`src/rtl/rs_hs_pkg.sv`:
```
`default_nettype none
// +------------------------------------------------------------------+
// | Package : rs_hs_pkg                                              |
// | Shared helpers for the pipelined handshake receive-side buffer:  |
// | pointer-width function and parameter legality check.             |
// | Rev 1.0 : initial release                                        |
// +------------------------------------------------------------------+
package rs_hs_pkg;

   // Bits needed to encode values 0..n-1, never less than one bit.
   function automatic int clog2_min1(input int n);
      int r;
      r = 0;
      for (int v = 1; v < n; v = v * 2) begin
         r = r + 1;
      end
      return (r < 1) ? 1 : r;
   endfunction

   // The buffer must hold the grace-window words plus two more so that the
   // registered ready has room to react before storage runs out.
   function automatic bit params_ok(input int depth, input int grace);
      return (grace >= 0) && (depth >= grace + 2);
   endfunction

endpackage : rs_hs_pkg
`default_nettype wire

```
`src/rtl/rs_hs_fwft_regfifo.sv`:
```
`default_nettype none
// +------------------------------------------------------------------+
// | Module  : rs_hs_fwft_regfifo                                     |
// | First-word-fall-through register FIFO with arbitrary (non power  |
// | of two) depth. Exports occupancy, next occupancy and write-drop. |
// | Rev 1.0 : initial release                                        |
// +------------------------------------------------------------------+
module rs_hs_fwft_regfifo
   import rs_hs_pkg::*;
#(
   parameter int DATA_WIDTH = 32,
   parameter int DEPTH      = 8
) (
   input  logic                                 clk,
   input  logic                                 reset,
   input  logic                                 i_write,
   input  logic [DATA_WIDTH-1:0]                i_din,
   input  logic                                 i_read,
   output logic [clog2_min1(DEPTH+1)-1:0]       o_count,
   output logic [clog2_min1(DEPTH+1)-1:0]       o_count_next,
   output logic                                 o_wr_drop,
   output logic [DATA_WIDTH-1:0]                o_dout
);

   localparam int c_ptr_w = clog2_min1(DEPTH);
   localparam int c_cnt_w = clog2_min1(DEPTH + 1);
   localparam logic [c_ptr_w-1:0] c_last_ptr = c_ptr_w'(DEPTH - 1);
   localparam logic [c_cnt_w-1:0] c_depth    = c_cnt_w'(DEPTH);

   logic [DATA_WIDTH-1:0] r_mem [DEPTH];
   logic [c_ptr_w-1:0]    r_wptr;
   logic [c_ptr_w-1:0]    r_rptr;
   logic [c_cnt_w-1:0]    r_count;
   logic [c_cnt_w-1:0]    w_count_next;
   logic                  w_rd_fire;
   logic                  w_wr_fire;

   // A read frees a slot in the same cycle, so a full FIFO still accepts a
   // write when it is also being read.
   assign w_rd_fire = i_read & (r_count != '0);
   assign w_wr_fire = i_write & ((r_count < c_depth) | w_rd_fire);

   // Occupancy after this edge, also used by the top for the credit threshold.
   always_comb begin
      w_count_next = r_count;
      if (w_wr_fire && !w_rd_fire) begin
         w_count_next = r_count + 1'b1;
      end else if (!w_wr_fire && w_rd_fire) begin
         w_count_next = r_count - 1'b1;
      end
   end

   // Pointers and occupancy; wrap is explicit because DEPTH may be non-pow2.
   always_ff @(posedge clk) begin
      if (reset) begin
         r_wptr  <= '0;
         r_rptr  <= '0;
         r_count <= '0;
      end else begin
         r_count <= w_count_next;
         if (w_wr_fire) begin
            r_wptr <= (r_wptr == c_last_ptr) ? '0 : r_wptr + 1'b1;
         end
         if (w_rd_fire) begin
            r_rptr <= (r_rptr == c_last_ptr) ? '0 : r_rptr + 1'b1;
         end
      end
   end

   // Storage is not reset; a stale entry is never visible because valid
   // comes from the count.
   always_ff @(posedge clk) begin
      if (!reset && w_wr_fire) begin
         r_mem[r_wptr] <= i_din;
      end
   end

   assign o_count      = r_count;
   assign o_count_next = w_count_next;
   assign o_wr_drop    = i_write & ~w_wr_fire;
   assign o_dout       = r_mem[r_rptr];

endmodule : rs_hs_fwft_regfifo
`default_nettype wire

```
`src/rtl/rs_hs_pipeline_tail_buffer.sv`:
```
`default_nettype none
// +------------------------------------------------------------------+
// | Module  : rs_hs_pipeline_tail_buffer                             |
// | Receive-side end of a pipelined handshake channel. Absorbs words |
// | still in flight after ready drops, using a credit threshold on   |
// | a FWFT register FIFO; flags any dropped write as sticky overflow.|
// | Rev 1.0 : initial release                                        |
// +------------------------------------------------------------------+
module rs_hs_pipeline_tail_buffer
   import rs_hs_pkg::*;
#(
   parameter int DATA_WIDTH   = 32,
   parameter int DEPTH        = 8,
   parameter int GRACE_PERIOD = 2,
   parameter     __REGION     = ""
) (
   input  logic                  clk,
   input  logic                  reset,
   input  logic                  if_write,
   input  logic [DATA_WIDTH-1:0] if_din,
   output logic                  if_full_n,
   output logic                  if_empty_n,
   input  logic                  if_read,
   output logic [DATA_WIDTH-1:0] if_dout,
   output logic                  overflow
);

   localparam int c_cnt_w = clog2_min1(DEPTH + 1);
   localparam logic [c_cnt_w-1:0] c_credit_lim = c_cnt_w'(DEPTH - GRACE_PERIOD);

   // Refuse to elaborate when the buffer cannot cover the grace window.
   if (!params_ok(DEPTH, GRACE_PERIOD)) begin : g_param_check
      $error("rs_hs_pipeline_tail_buffer: DEPTH must be >= GRACE_PERIOD + 2");
   end

   logic [c_cnt_w-1:0] w_count;
   logic [c_cnt_w-1:0] w_count_next;
   logic               w_wr_drop;
   logic               r_full_n;
   logic               r_overflow;

   rs_hs_fwft_regfifo #(
      .DATA_WIDTH (DATA_WIDTH),
      .DEPTH      (DEPTH)
   ) u_fifo (
      .clk          (clk),
      .reset        (reset),
      .i_write      (if_write),
      .i_din        (if_din),
      .i_read       (if_read),
      .o_count      (w_count),
      .o_count_next (w_count_next),
      .o_wr_drop    (w_wr_drop),
      .o_dout       (if_dout)
   );

   // Ready is withdrawn while GRACE_PERIOD slots remain, leaving room for
   // the words already travelling through the pipeline stages.
   always_ff @(posedge clk) begin
      if (reset) begin
         r_full_n <= 1'b0;
      end else begin
         r_full_n <= (w_count_next < c_credit_lim);
      end
   end

   // Sticky record that the upstream broke its contract and a word was lost.
   always_ff @(posedge clk) begin
      if (reset) begin
         r_overflow <= 1'b0;
      end else begin
         r_overflow <= r_overflow | w_wr_drop;
      end
   end

   assign if_full_n  = r_full_n;
   assign if_empty_n = (w_count != '0);
   assign overflow   = r_overflow;

endmodule : rs_hs_pipeline_tail_buffer
`default_nettype wire

```
`config.mk`:
```
export PLATFORM = sky130hd
export DESIGN_NAME = rs_hs_pipeline_tail_buffer
export DESIGN_NICKNAME = d
export VERILOG_FILES = /design/src/rtl/rs_hs_pkg.sv /design/src/rtl/rs_hs_fwft_regfifo.sv /design/src/rtl/rs_hs_pipeline_tail_buffer.sv
export SDC_FILE = /design/constraint.sdc
export NUM_CORES = 1
export LEC_CHECK = 0
export ABC_AREA = 1
export BUFFER_PORTS_ARGS = -buffer_cell sky130_fd_sc_hd__buf_4
export CAP_MARGIN = 20
export CORE_MARGIN = 8
export CORE_UTILIZATION = 50
export CTS_CLUSTER_DIAMETER = 40
export DETAILED_ROUTE_END_ITERATION = 10
export MAX_ROUTING_LAYER = met4
export PLACE_DENSITY = 0.75
export SYNTH_ARGS = -nofsm -noshare
export SYNTH_HDL_FRONTEND = slang
export SYNTH_HIERARCHICAL = 1
export SYNTH_SLANG_ARGS = --single-unit
```
`constraint.sdc`:
```
create_clock -name clk -period 3.86 [get_ports clk]
set_clock_uncertainty 0.15 [all_clocks]
set_input_delay 0.386 -clock clk [delete_from_list [all_inputs] [get_ports clk]]
set_output_delay 0.386 -clock clk [all_outputs]
set_load 0.01 [all_outputs]
```
# Word level (Yosys, flattened, before mapping)
# Memory sizes are Yosys's and may differ from the RTL's. A register that Yosys moved wholly into a read port is not among the register bits.
# Index checks and enable logic that the tools add are counted.
dict set report classes {
  addsub 4
  order_cmp 2
  eq_ne 2
  mux 8
  n_bitwise 6
  reduce_logical 7
}
# operator count
set ops {}
lappend ops {{3-bit 2-to-1 mux} 4}
lappend ops {{4-bit 2-to-1 mux} 2}
lappend ops {{3-bit by 1-bit adder with 3-bit output (second input constant)} 2}
lappend ops {{3-bit equality test (second input constant)} 2}
lappend ops {{4-bit by 1-bit adder with 4-bit output (second input constant)} 1}
lappend ops {{4-bit by 3-bit < comparator with 1-bit output (second input constant)} 1}
lappend ops {{4-bit < comparator (second input constant)} 1}
lappend ops {{4-bit nonzero test} 1}
lappend ops {{4-bit by 1-bit subtractor with 4-bit output (second input constant)} 1}
lappend ops {{1-bit AND} 3}
lappend ops {{1-bit logical AND} 3}
lappend ops {{1-bit zero test} 3}
lappend ops {{1-bit 2-to-1 mux} 2}
lappend ops {{1-bit OR} 2}
lappend ops {{1-bit inverter} 1}
dict set report totals {
  ff_bits 12
  ram_bits 256
  inputBits 36
  output_inout_bits 35
  elab_cells 35
  n_memories 1
}
# name words width read_ports rd_ports_with_merged_regs wr line_no
set memory_table {}
lappend memory_table {u_fifo.r_mem 8 32 1 1 1 rs_hs_fwft_regfifo.sv:30} ;# logic [DATA_WIDTH-1:0] r_mem [DEPTH];

# Depth between registers and ports, before layout
# Gate-level depths: netlist of the first run.
dict set report logic_depth {
  word_depth 9
  mapped_depth 12
  mapped_depth_nobuf 12
}

# Hierarchy
# The synthesis of the first run kept the hierarchy.
# mod instances cells_each area_per_inst_um2 seq_area_each_um2
set by_module_without_submodules {}
lappend by_module_without_submodules {rs_hs_fwft_regfifo 1 892 10756.6 7947.6}
lappend by_module_without_submodules {rs_hs_pipeline_tail_buffer 1 11 73.8 40.0}

# Worst setup path before layout of the first run
# OpenSTA, ideal clock, no wires.
dict set report synth_timing {
  path_type {in2reg}
  from {input if_write}
  to {memory u_fifo.r_mem[0][0] (enable)}
  setup_ns 0.421
  t_arrival_ns 2.275
  required_time_ns 3.289
  slack_ns 1.014
  stages 6
  n_path_buf 0
  path_cell_list {inv_1 -> a21oi_4 -> inv_2 -> nor2_4 -> nand2_2 -> nor2_1}
}
dict set report synth_via {
  elab_chain_cells 4
}
# item line_no
set synth_lines {}
lappend synth_lines {{start: declaration} rs_hs_pipeline_tail_buffer.sv:19} ;# input logic if_write,
lappend synth_lines {{1-bit AND} rs_hs_fwft_regfifo.sv:41} ;# assign w_wr_fire = i_write & ((r_count < c_depth) | w_rd_fire);
lappend synth_lines {{1-bit logical AND} rs_hs_fwft_regfifo.sv:73} ;# if (!reset && w_wr_fire) begin
lappend synth_lines {{1-bit 2-to-1 mux} rs_hs_fwft_regfifo.sv:73}
lappend synth_lines {{1-bit 2-to-1 mux (implied by the code)} rs_hs_fwft_regfifo.sv:74} ;# r_mem[r_wptr] <= i_din;
lappend synth_lines {{end: declaration} rs_hs_fwft_regfifo.sv:30}
# No other way between the ends.

==> results of run 1 <==
worst max-delay path, delay by kind of cell (launching register included):
family / cells / cell delay (ps)
buf+inv: 3 / 1110
flops: 1 / 360
compound gates: 2 / 360
simple gates: 2 / 200
metrics by stage:
step,setup slack (ps),area [um^2]
2_1_floorplan,1010,10800
3_3_place_gp,1280,11600
3_5_place_dp,1220,11600
4_1_cts,713,12900
5_1_grt,502,13000
6_report,708,13000
per-layer routing:
| layer | wire, um | global-route usage | vias to the layer above |
|---|---|---|---|
| li1 | - | - | 3351 |
| met3 | 1260 | 0.0300 | 46 |
| met5 | 0 | - | - |
| met2 | 12200 | 0.304 | 242 |
| met1 | 9450 | 0.210 | 3377 |
| met4 | 536 | 0.0655 | 0 |
power by group:
group / total [mW] / switching, mW / internal (mW)
combinational: 1.46 / 0.922 / 0.539
sequential: 3.35 / 0.0572 / 3.29
clock: 2.85 / 1.16 / 1.69
final cells by class:
| class | instances | area share |
|---|---|---|
| Inverter | 21 | 0.00618 |
| Multi-Input combinational cell | 561 | 0.195 |
| Sequential cell | 271 | 0.617 |
| Clock buffer | 35 | 0.0610 |
| Clock inverter | 20 | 0.0173 |
| Timing Repair Buffer | 113 | 0.0762 |
| Tap cell | 280 | 0.0270 |
registers in the layout, indices dropped and copies added, names as in the netlist, named ones only:
name            cells
if_full_n           1
overflow            1
u_fifo/o_count      4
u_fifo/r_mem      256
u_fifo/r_rptr       3
u_fifo/r_wptr       3
worst paths after layout:
kind                                     start                       endpoint  slack [ps]
hold / removal                         if_read            overflow$_SDFF_PP0_          60
setup / recovery                          flop                     if_dout[9]         710
setup reg to reg  u_fifo/o_count[3]$_SDFF_PP0_  u_fifo/r_mem[2][25]$_DFFE_PP_        1430
hold reg to reg            overflow$_SDFF_PP0_            overflow$_SDFF_PP0_         330
==> summary.txt, run 1 <==
Pwr
  – Power density over the cells: 591 nW/um^2
  – Leak pwr: 4.64 nW
  – VDD IR-drop max: 0.429 mV
  – Pwr Total: 7.66 mW

Route
  – Drt first pass iters: 5
  – Vias: 7016
  – Drt wl/cell: 18.0 um
  – Final ANT Viol Nets: 0
  – Initial DRC Count: 490
  – DRC: 0
  – Detailed Route WL: 23.4 mm
  – Number of vias per cell: 5.39

Outcome
  – Outcome: finished, final reports clean

STA
  – Headroom to the max-slew limit: 0.282
  – Final Max Slew Viols: 0
  – Final worst path period need: 3150 ps
  – Final Hold Viols: 0
  – Worst slew pin tran: 1080 ps
  – RSZ-0062 raised after global routing: no
  – Total negative setup slack: 0 ps
  – Fin crit share: 0.817
  – Max Fclk: 317 MHz
  – Fin Hold WS: 64.0 ps
  – Setup violations, final: 0

Clocking
  – CTS Root Cell: clkbuf_16
  – CTS Buf Count: 31
  – Clock-pin slew on the worst setup and hold paths: 60 ps
  – Postcts setup bufs: 0
  – CTS Buffer Depth: 3
  – Maximum level of the CTS H-tree: 1
  – Hold Buf Count CTS: 33
  – CTS sink cnt: 271
  – Post-CTS resize count: 0
  – CTS tree: yes
  – Clk Latency, worst-skew pair: 550 ps

Place
  – Placer Congestion: 0.853
  – # port buffers: 70
  – Dpl cells: 1211
  – Hpwl dp: 13.4 mm

Setup path
  – Critical Path Fanout Max: 62
  – Crit path required time: 3320 ps
  – Critical path startpoint category: flop
  – Critical path class: reg -> out
  – CP max stage delay: 530 ps
  – Worst-path cell chain: clkinv_2 -> buf_12 -> o21ai_0 -> o21ai_1 -> nand2_1 -> nand2_1 -> buf_4
  – CP Capture Type: output pin
  – CP max-delay cell: clkinv_2
  – Worst EP arrival: 2620 ps
  – Crit path top cell by count: nand2_1
  – Path depth of the worst reg2reg path: 5

Die
  – Die area: 26600 um^2
  – Core Footprint: 21600 um^2
  – Starting Density: 0.502
  – Die Y: 163 um
  – I/O pins: 71
  – Chip width: 163 um
  – Rows: 54

Finish
  – Highest-count cells in the layout ignoring fill and taps: edfxtp_1 (256), nor2_1 (205), o21ai_0 (131), nand2_1 (119), buf_4 (76)
  – Final design utilization: 0.601
  – Synthesis-to-layout area growth: 19.7%
  – Area occupied by multi-input gates: 2530 um^2
  – Fillers: 1641
  – Inserted Diodes: 0
  – Layout Cells excl Fill: 1301
  – Register area: 8000 um^2
  – Layout cell share with drive strength beyond 1: 0.145
  – Leading cell type in the layout, fill and taps excluded: edfxtp_1
  – Final net count: 1041

Synthesis
  – Synthesized area: 10800 um^2
  – Avg Inst Size Synth: 12.0 um^2
  – Synth warn: 6
  – Mapped Cells: 902
  – Mapped Nets: 944

Job
  – Max-capacitance violation count: 0

GRT
  – GR Overflow Total: 0
  – Initial antenna violation count: 0
  – Largest net degree at the start of global routing: 68
  – Gr usage total: 0.179
  – First-pass GRT wire length: 36.6 mm
  – Vias in the first global route: 7064

Min path
  – Hold path cells: 4
  – Hold Path Class: in -> reg
Note: power is estimated with default switching activity, not from simulation.
==> run 2, diff against run 1 <==
Clock period 3.86 ns to 3 ns, I/O delays scaled along.
==> run 2 against run 1 <==
Effect of this change: via count grew 0.76%; routed wire length shrank 1.2%; power grew 34%; largest power group unchanged.
==> summary.txt, run 2 (synthesis results as in run 1) <==
Die
  – Starting Density: 0.502 (unchanged)
  – Rows: 54 (unchanged)
  – Die Y: 163 um (unchanged)
  – Core Footprint: 21600 um^2 (unchanged)
  – I/O pins: 71 (unchanged)
  – Chip width: 163 um (unchanged)
  – Die area: 26600 um^2 (unchanged)

Setup path
  – CP max stage delay: 410 ps (was 530 ps)
  – Reg2Reg Capture Point: u_fifo/r_mem[4][7]$_DFFE_PP_ (was u_fifo/r_mem[2][25]$_DFFE_PP_)
  – Worst EP arrival: 2280 ps (was 2620 ps)
  – CP max-delay cell: clkinv_2 (unchanged)
  – Path depth of the worst reg2reg path: 6 (was 5)
  – Critical path class: reg -> out (unchanged)
  – Crit path required time: 2550 ps (was 3320 ps)
  – Crit path top cell by count: nand2_1 (unchanged)
  – Reg-to-Reg Start: u_fifo/o_count[3]$_SDFF_PP0_ (unchanged)
  – CP Capture Type: output pin (unchanged)
  – Critical path startpoint category: flop (unchanged)
  – FF-to-FF setup slack: 700 ps (was 1430 ps)
  – Worst-path cell chain: clkinv_2 -> buf_12 -> o21ai_0 -> o21ai_1 -> nand2_1 -> nand2_1 -> buf_4 (unchanged)
  – Critical Path Fanout Max: 38 (was 62)

Job
  – Max-capacitance violation count: 0 (unchanged)

Route
  – Drt first pass iters: 7 (was 5)
  – Drt wl/cell: 17.6 um (was 18.0 um)
  – Final ANT Viol Nets: 0 (unchanged)
  – DRC: 0 (unchanged)
  – Initial DRC Count: 583 (was 490)
  – Number of vias per cell: 5.37 (was 5.39)
  – Vias: 7069 (was 7016)
  – Detailed Route WL: 23.1 mm (was 23.4 mm)

STA
  – Final Max Slew Viols: 0 (unchanged)
  – RSZ-0062 raised after global routing: no (unchanged)
  – Final Hold Viols: 0 (unchanged)
  – Total negative setup slack: 0 ps (unchanged)
  – Fin crit share: 0.912
  – Headroom to the max-slew limit: 0.531 (was 0.282)
  – Max Fclk: 366 MHz
  – Fin Hold WS: 42.3 ps (was 64.0 ps)
  – Final WS setup: 265 ps (was 708 ps)
  – Final worst path period need: 2730 ps
  – Worst slew pin tran: 703 ps (was 1080 ps)
  – Setup violations, final: 0 (unchanged)

Clocking
  – Clock-pin slew on the worst setup and hold paths: 50 ps (was 60 ps)
  – CTS Root Cell: clkbuf_16 (unchanged)
  – Hold Buf Count CTS: 33 (unchanged)
  – CTS Buf Count: 35 (was 31)
  – Postcts setup bufs: 0 (unchanged)
  – Clk Latency, worst-skew pair: 510 ps (was 550 ps)
  – CTS tree: yes (unchanged)
  – Maximum level of the CTS H-tree: 2 (was 1)
  – CTS sink cnt: 271 (unchanged)
  – Post-CTS resize count: 0 (unchanged)
  – CTS Buffer Depth: 3 (unchanged)

GRT
  – First-pass GRT wire length: 36.0 mm (was 36.6 mm)
  – Initial antenna violation count: 0 (unchanged)
  – Vias in the first global route: 6971 (was 7064)
  – Gr usage total: 0.176 (was 0.179)
  – GR Overflow Total: 0 (unchanged)
  – Largest net degree at the start of global routing: 129 (was 68)

Finish
  – Synthesis-to-layout area growth: 22.0% (was 19.7%)
  – Layout Cells excl Fill: 1316 (was 1301)
  – Fillers: 1592 (was 1641)
  – Area occupied by multi-input gates: 2530 um^2 (unchanged)
  – Final net count: 1052 (was 1041)
  – Leading cell type in the layout, fill and taps excluded: edfxtp_1 (unchanged)
  – Register area: 8000 um^2 (unchanged)
  – Highest-count cells in the layout ignoring fill and taps: edfxtp_1 (256), nor2_1 (205), o21ai_0 (131), nand2_1 (119), buf_4 (77) (was edfxtp_1 (256), nor2_1 (205), o21ai_0 (131), nand2_1 (119), buf_4 (76))
  – Max FFs per register: 256 (unchanged)
  – Layout cell share with drive strength beyond 1: 0.159 (was 0.145)
  – Design Area, Final: 13200 um^2 (was 13000 um^2)
  – Final design utilization: 0.613 (was 0.601)
  – Biggest register: u_fifo/r_mem (unchanged)
  – Inserted Diodes: 0 (unchanged)

Pwr
  – Pwr Total: 10.2 mW (was 7.66 mW)
  – Power density over the cells: 775 nW/um^2 (was 591 nW/um^2)
  – VDD IR-drop max: 0.542 mV (was 0.429 mV)
  – Leak pwr: 4.77 nW (was 4.64 nW)

Place
  – Dpl cells: 1220 (was 1211)
  – Pre-CTS setup slack: 619 ps (was 1220 ps)
  – # port buffers: 70 (unchanged)
  – Placer Congestion: 0.767 (was 0.853)
  – Hpwl dp: 12.9 mm (was 13.4 mm)
  – Dpl cell area: 11700 um^2 (was 11600 um^2)

Outcome
  – Outcome: finished, final reports clean (unchanged)

Min path
  – Hold Path Class: in -> reg (unchanged)
  – Worst hold start: if_read (unchanged)
  – Worst Hold Path EP: overflow$_SDFF_PP0_ (unchanged)
  – Hold path cells: 4 (unchanged)
-- run 2: report_power, final --
group          switching [mW]  internal [mW]
clock network            1.60           2.45
logic                    1.15          0.719
registers              0.0854           4.24
total                    2.84           7.41
-- run 2: layout make-up --
type / instances / share of cell area
Multi-Input combinational cell: 561 / 0.192
Clock buffer: 39 / 0.0674
Clock inverter: 24 / 0.0192
Inverter: 21 / 0.00606
Timing Repair Buffer: 120 / 0.0839
Sequential cell: 271 / 0.605
Tap cell: 280 / 0.0265
-- run 2: per-layer routing --
layer | up-vias | track usage | part of all wire | routed length (um)
li1 | 3382 | - | - | -
met1 | 3401 | 0.213 | 0.42 | 9710
met5 | - | - | 0 | 0
met2 | 241 | 0.294 | 0.50 | 11500
met4 | 0 | 0.0546 | 0.021 | 482
met3 | 45 | 0.0348 | 0.062 | 1440
-- run 2: worst max-delay path by stage --
stage | to | slack (ps) | cells past startpoint | startpoint
final | if_dout[6] | 270 | 7 | flop
after global routing | if_dout[15] | 60 | 7 | flop
after CTS | if_dout[6] | 250 | 7 | flop
after detailed placement | u_fifo/r_mem[4][11]$_DFFE_PP_ | 620 | 8 | if_write
after global placement | u_fifo/r_mem[5][21]$_DFFE_PP_ | 690 | 8 | if_write
after floorplan | u_fifo/r_mem[0][0]$_DFFE_PP_ | 230 | 5 | u_fifo/o_count[3]$_SDFF_PP0_
-- run 2: worst max-delay path, delay by kind of cell, from the launching register on --
| kind | cells | cell delay [ps] |
|---|---|---|
| buf+inv | 3 | 920 |
| flops | 1 | 360 |
| compound gates | 2 | 310 |
| simple gates | 2 | 160 |
==> run 3, diff against run 2 <==
Settings changed: ABC_AREA 1 to default, CORE_ASPECT_RATIO from default to 0.75.
==> run 3 against run 2 <==
Effect of this change: synthesized area fell by 2.5%; utilization barely moved; sequential power barely moved; register-to-register slack got worse by 90 ps; non-clock buffer count rose by 2; die area fell by 2.1%; flip-flop and latch count did not move; final area fell by 2.8%; critical path depth fell by 3; critical endpoint is now if_dout[3]; largest cell class unchanged; highest routed layer unchanged.
==> summary.txt, run 3 <==
Setup path
  – Reg-to-Reg Start: u_fifo/o_count[3]$_SDFF_PP0_ (unchanged)
  – Critical Path Fanout Max: 26 (was 38)
  – Crit path required time: 2550 ps (about the same)
  – Crit path top cell by count: buf_4 (was nand2_1)
  – CP Capture Type: output pin (unchanged)
  – Critical Path Sink: if_dout[3] (was if_dout[6])
  – Critical path startpoint category: flop (unchanged)
  – Reg2Reg Capture Point: u_fifo/r_mem[4][2]$_DFFE_PP_ (was u_fifo/r_mem[4][7]$_DFFE_PP_)
  – CP max stage delay: 610 ps (was 410 ps)
  – Worst-path cell chain: buf_4 -> mux4_1 -> mux2_2 -> buf_4 (was clkinv_2 -> buf_12 -> o21ai_0 -> o21ai_1 -> nand2_1 -> nand2_1 -> buf_4)
  – Worst EP arrival: 2390 ps (was 2280 ps)
  – Critical path class: reg -> out (unchanged)
  – FF-to-FF setup slack: 610 ps (was 700 ps)
  – CP max-delay cell: mux4_1 (was clkinv_2)
  – Path depth of the worst reg2reg path: 5 (was 6)

Route
  – Drt first pass iters: 4 (was 7)
  – Detailed Route WL: 20.5 mm (was 23.1 mm)
  – Metal-1 WL: 9.25 mm (was 9.71 mm)
  – Drt wl/cell: 22.7 um (was 17.6 um)
  – Number of vias per cell: 5.61 (was 5.37)
  – Met3 WL: 1.21 mm (was 1.44 mm)
  – Vias: 5074 (was 7069)
  – Final ANT Viol Nets: 0 (unchanged)
  – Met2 wire length: 9.68 mm (was 11.5 mm)
  – Initial DRC Count: 344 (was 583)
  – Max Used Layer: met4 (unchanged)
  – DRC: 0 (unchanged)

Clocking
  – Postcts setup bufs: 0 (unchanged)
  – Clock-pin slew on the worst setup and hold paths: 60 ps (was 50 ps)
  – Maximum level of the CTS H-tree: 1 (was 2)
  – Post-CTS resize count: 0 (unchanged)
  – CTS Root Cell: clkbuf_16 (unchanged)
  – CTS Buf Count: 29 (was 35)
  – CTS tree: yes (unchanged)
  – Clk Latency, worst-skew pair: 540 ps (was 510 ps)
  – CTS Buffer Depth: 3 (unchanged)
  – CTS sink cnt: 271 (unchanged)

Finish
  – Leading cell type in the layout, fill and taps excluded: edfxtp_1 (unchanged)
  – Layout cell share with drive strength beyond 1: 0.336 (was 0.159)
  – Inserted Diodes: 0 (unchanged)
  – Max FFs per register: 256 (unchanged)
  – Highest-count cells in the layout ignoring fill and taps: edfxtp_1 (256), buf_4 (86), mux4_1 (40), dlygate4sd3_1 (33), mux2_2 (33) (was edfxtp_1 (256), nor2_1 (205), o21ai_0 (131), nand2_1 (119), buf_4 (77))
  – Final net count: 635 (was 1052)
  – Fillers: 1478 (was 1592)
  – Biggest register: u_fifo/r_mem (unchanged)
  – Final design utilization: 0.613 (about the same)
  – Synthesis-to-layout area growth: 21.7% (was 22.0%)
  – Layout Cells excl Fill: 904 (was 1316)
  – Design Area, Final: 12800 um^2 (was 13200 um^2)

Pwr
  – VDD IR-drop max: 0.637 mV (was 0.542 mV)
  – Pwr Total: 9.34 mW (was 10.2 mW)
  – Power density over the cells: 728 nW/um^2 (was 775 nW/um^2)
  – Leak pwr: 4.27 nW (was 4.77 nW)

GRT
  – Largest net degree at the start of global routing: 39 (was 129)
  – GR Overflow Total: 0 (unchanged)
  – Vias in the first global route: 5331 (was 6971)
  – Gr usage total: 0.161 (was 0.176)
  – Initial antenna violation count: 0 (unchanged)
  – First-pass GRT wire length: 31.3 mm (was 36.0 mm)

Die
  – I/O pins: 71 (unchanged)
  – Die Y: 142 um (was 163 um)
  – Core Footprint: 21000 um^2 (was 21600 um^2)
  – Rows: 46 (was 54)
  – Chip width: 184 um (was 163 um)
  – Starting Density: 0.504 (was 0.502)
  – Die area: 26100 um^2 (was 26600 um^2)

STA
  – Worst slew pin tran: 494 ps (was 703 ps)
  – RSZ-0062 raised after global routing: no (unchanged)
  – Fin Hold WS: 47.2 ps (was 42.3 ps)
  – Final worst path period need: 2840 ps (was 2730 ps)
  – Setup violations, final: 0 (unchanged)
  – Headroom to the max-slew limit: 0.668 (was 0.531)
  – Final Hold Viols: 0 (unchanged)
  – Total negative setup slack: 0 ps (unchanged)
  – Final WS setup: 156 ps (was 265 ps)
  – Max Fclk: 352 MHz (was 366 MHz)
  – Fin crit share: 0.948 (was 0.912)
  – Final Max Slew Viols: 0 (unchanged)

Min path
  – Hold Path Class: in -> reg (unchanged)
  – Hold path cells: 4 (unchanged)

Place
  – Dpl cell area: 11600 um^2 (was 11700 um^2)
  – # port buffers: 70 (unchanged)
  – Pre-CTS setup slack: 653 ps (was 619 ps)
  – Dpl cells: 817 (was 1220)
  – Placer Congestion: 0.720 (was 0.767)
  – Hpwl dp: 11.9 mm (was 12.9 mm)

Synthesis
  – Avg Inst Size Synth: 22.9 um^2 (was 12.0 um^2)
  – Mapped Cells: 461 (was 902)
  – Synthesized area: 10600 um^2 (was 10800 um^2)
  – Mapped Nets: 503 (was 944)
  – Synth warn: 6 (unchanged)

Outcome
  – Outcome: finished, final reports clean (unchanged)

Job
  – Max-capacitance violation count: 0 (unchanged)
[run 3: area by class of cell]
type | count | area, um^2 | area share
well taps | 288 | 360 | 0.0281
multi-input cells | 165 | 2480 | 0.193
inverters | 4 | 15.0 | 0.00117
repair buffers | 122 | 1040 | 0.0807
flip-flops and latches | 271 | 7990 | 0.622
clock buffers | 33 | 741 | 0.0577
clock inverters | 21 | 213 | 0.0166
[run 3: critical path: cells and delay by family, from the launching register on]
family,cells,cell delay [ps]
mux,2,920
buf+inv,2,580
flops,1,360
[run 3: how the worst min path moves through the flow]
stage                                    endpoint                 from  slack (ps)
detailed placement            overflow$_SDFF_PP0_  overflow$_SDFF_PP0_         320
global route         u_fifo/o_count[0]$_SDFF_PP0_             if_write          70
CTS                 u_fifo/r_wptr[1]$_SDFFE_PP0P_             if_write          30
finish              u_fifo/r_wptr[0]$_SDFFE_PP0P_             if_write          50
global placement              overflow$_SDFF_PP0_  overflow$_SDFF_PP0_         310
floorplan                    if_full_n$_SDFF_PP0_                reset         230
[run 3: per-layer routing]
metal	up-vias	global-route usage
met5	-	-
met4	0	0.0381
met3	33	0.0330
met2	185	0.250
met1	2616	0.220
li1	2240	-
[run 3: repair_timing]
action                                  in CTS  in global routing
endpoints found under the setup margin       0                  0
hold buffers                                33                  0
endpoints found under the hold margin      269                  0
[run 3: where the power goes]
group | internal (mW) | leakage [nW] | switching, mW | total [mW]
combinational | 0.842 | 1.38 | 0.708 | 1.55
clock | 2.05 | 0.447 | 1.45 | 3.50
sequential | 4.24 | 2.44 | 0.0600 | 4.30
total | 7.13 | 4.27 | 2.21 | 9.34
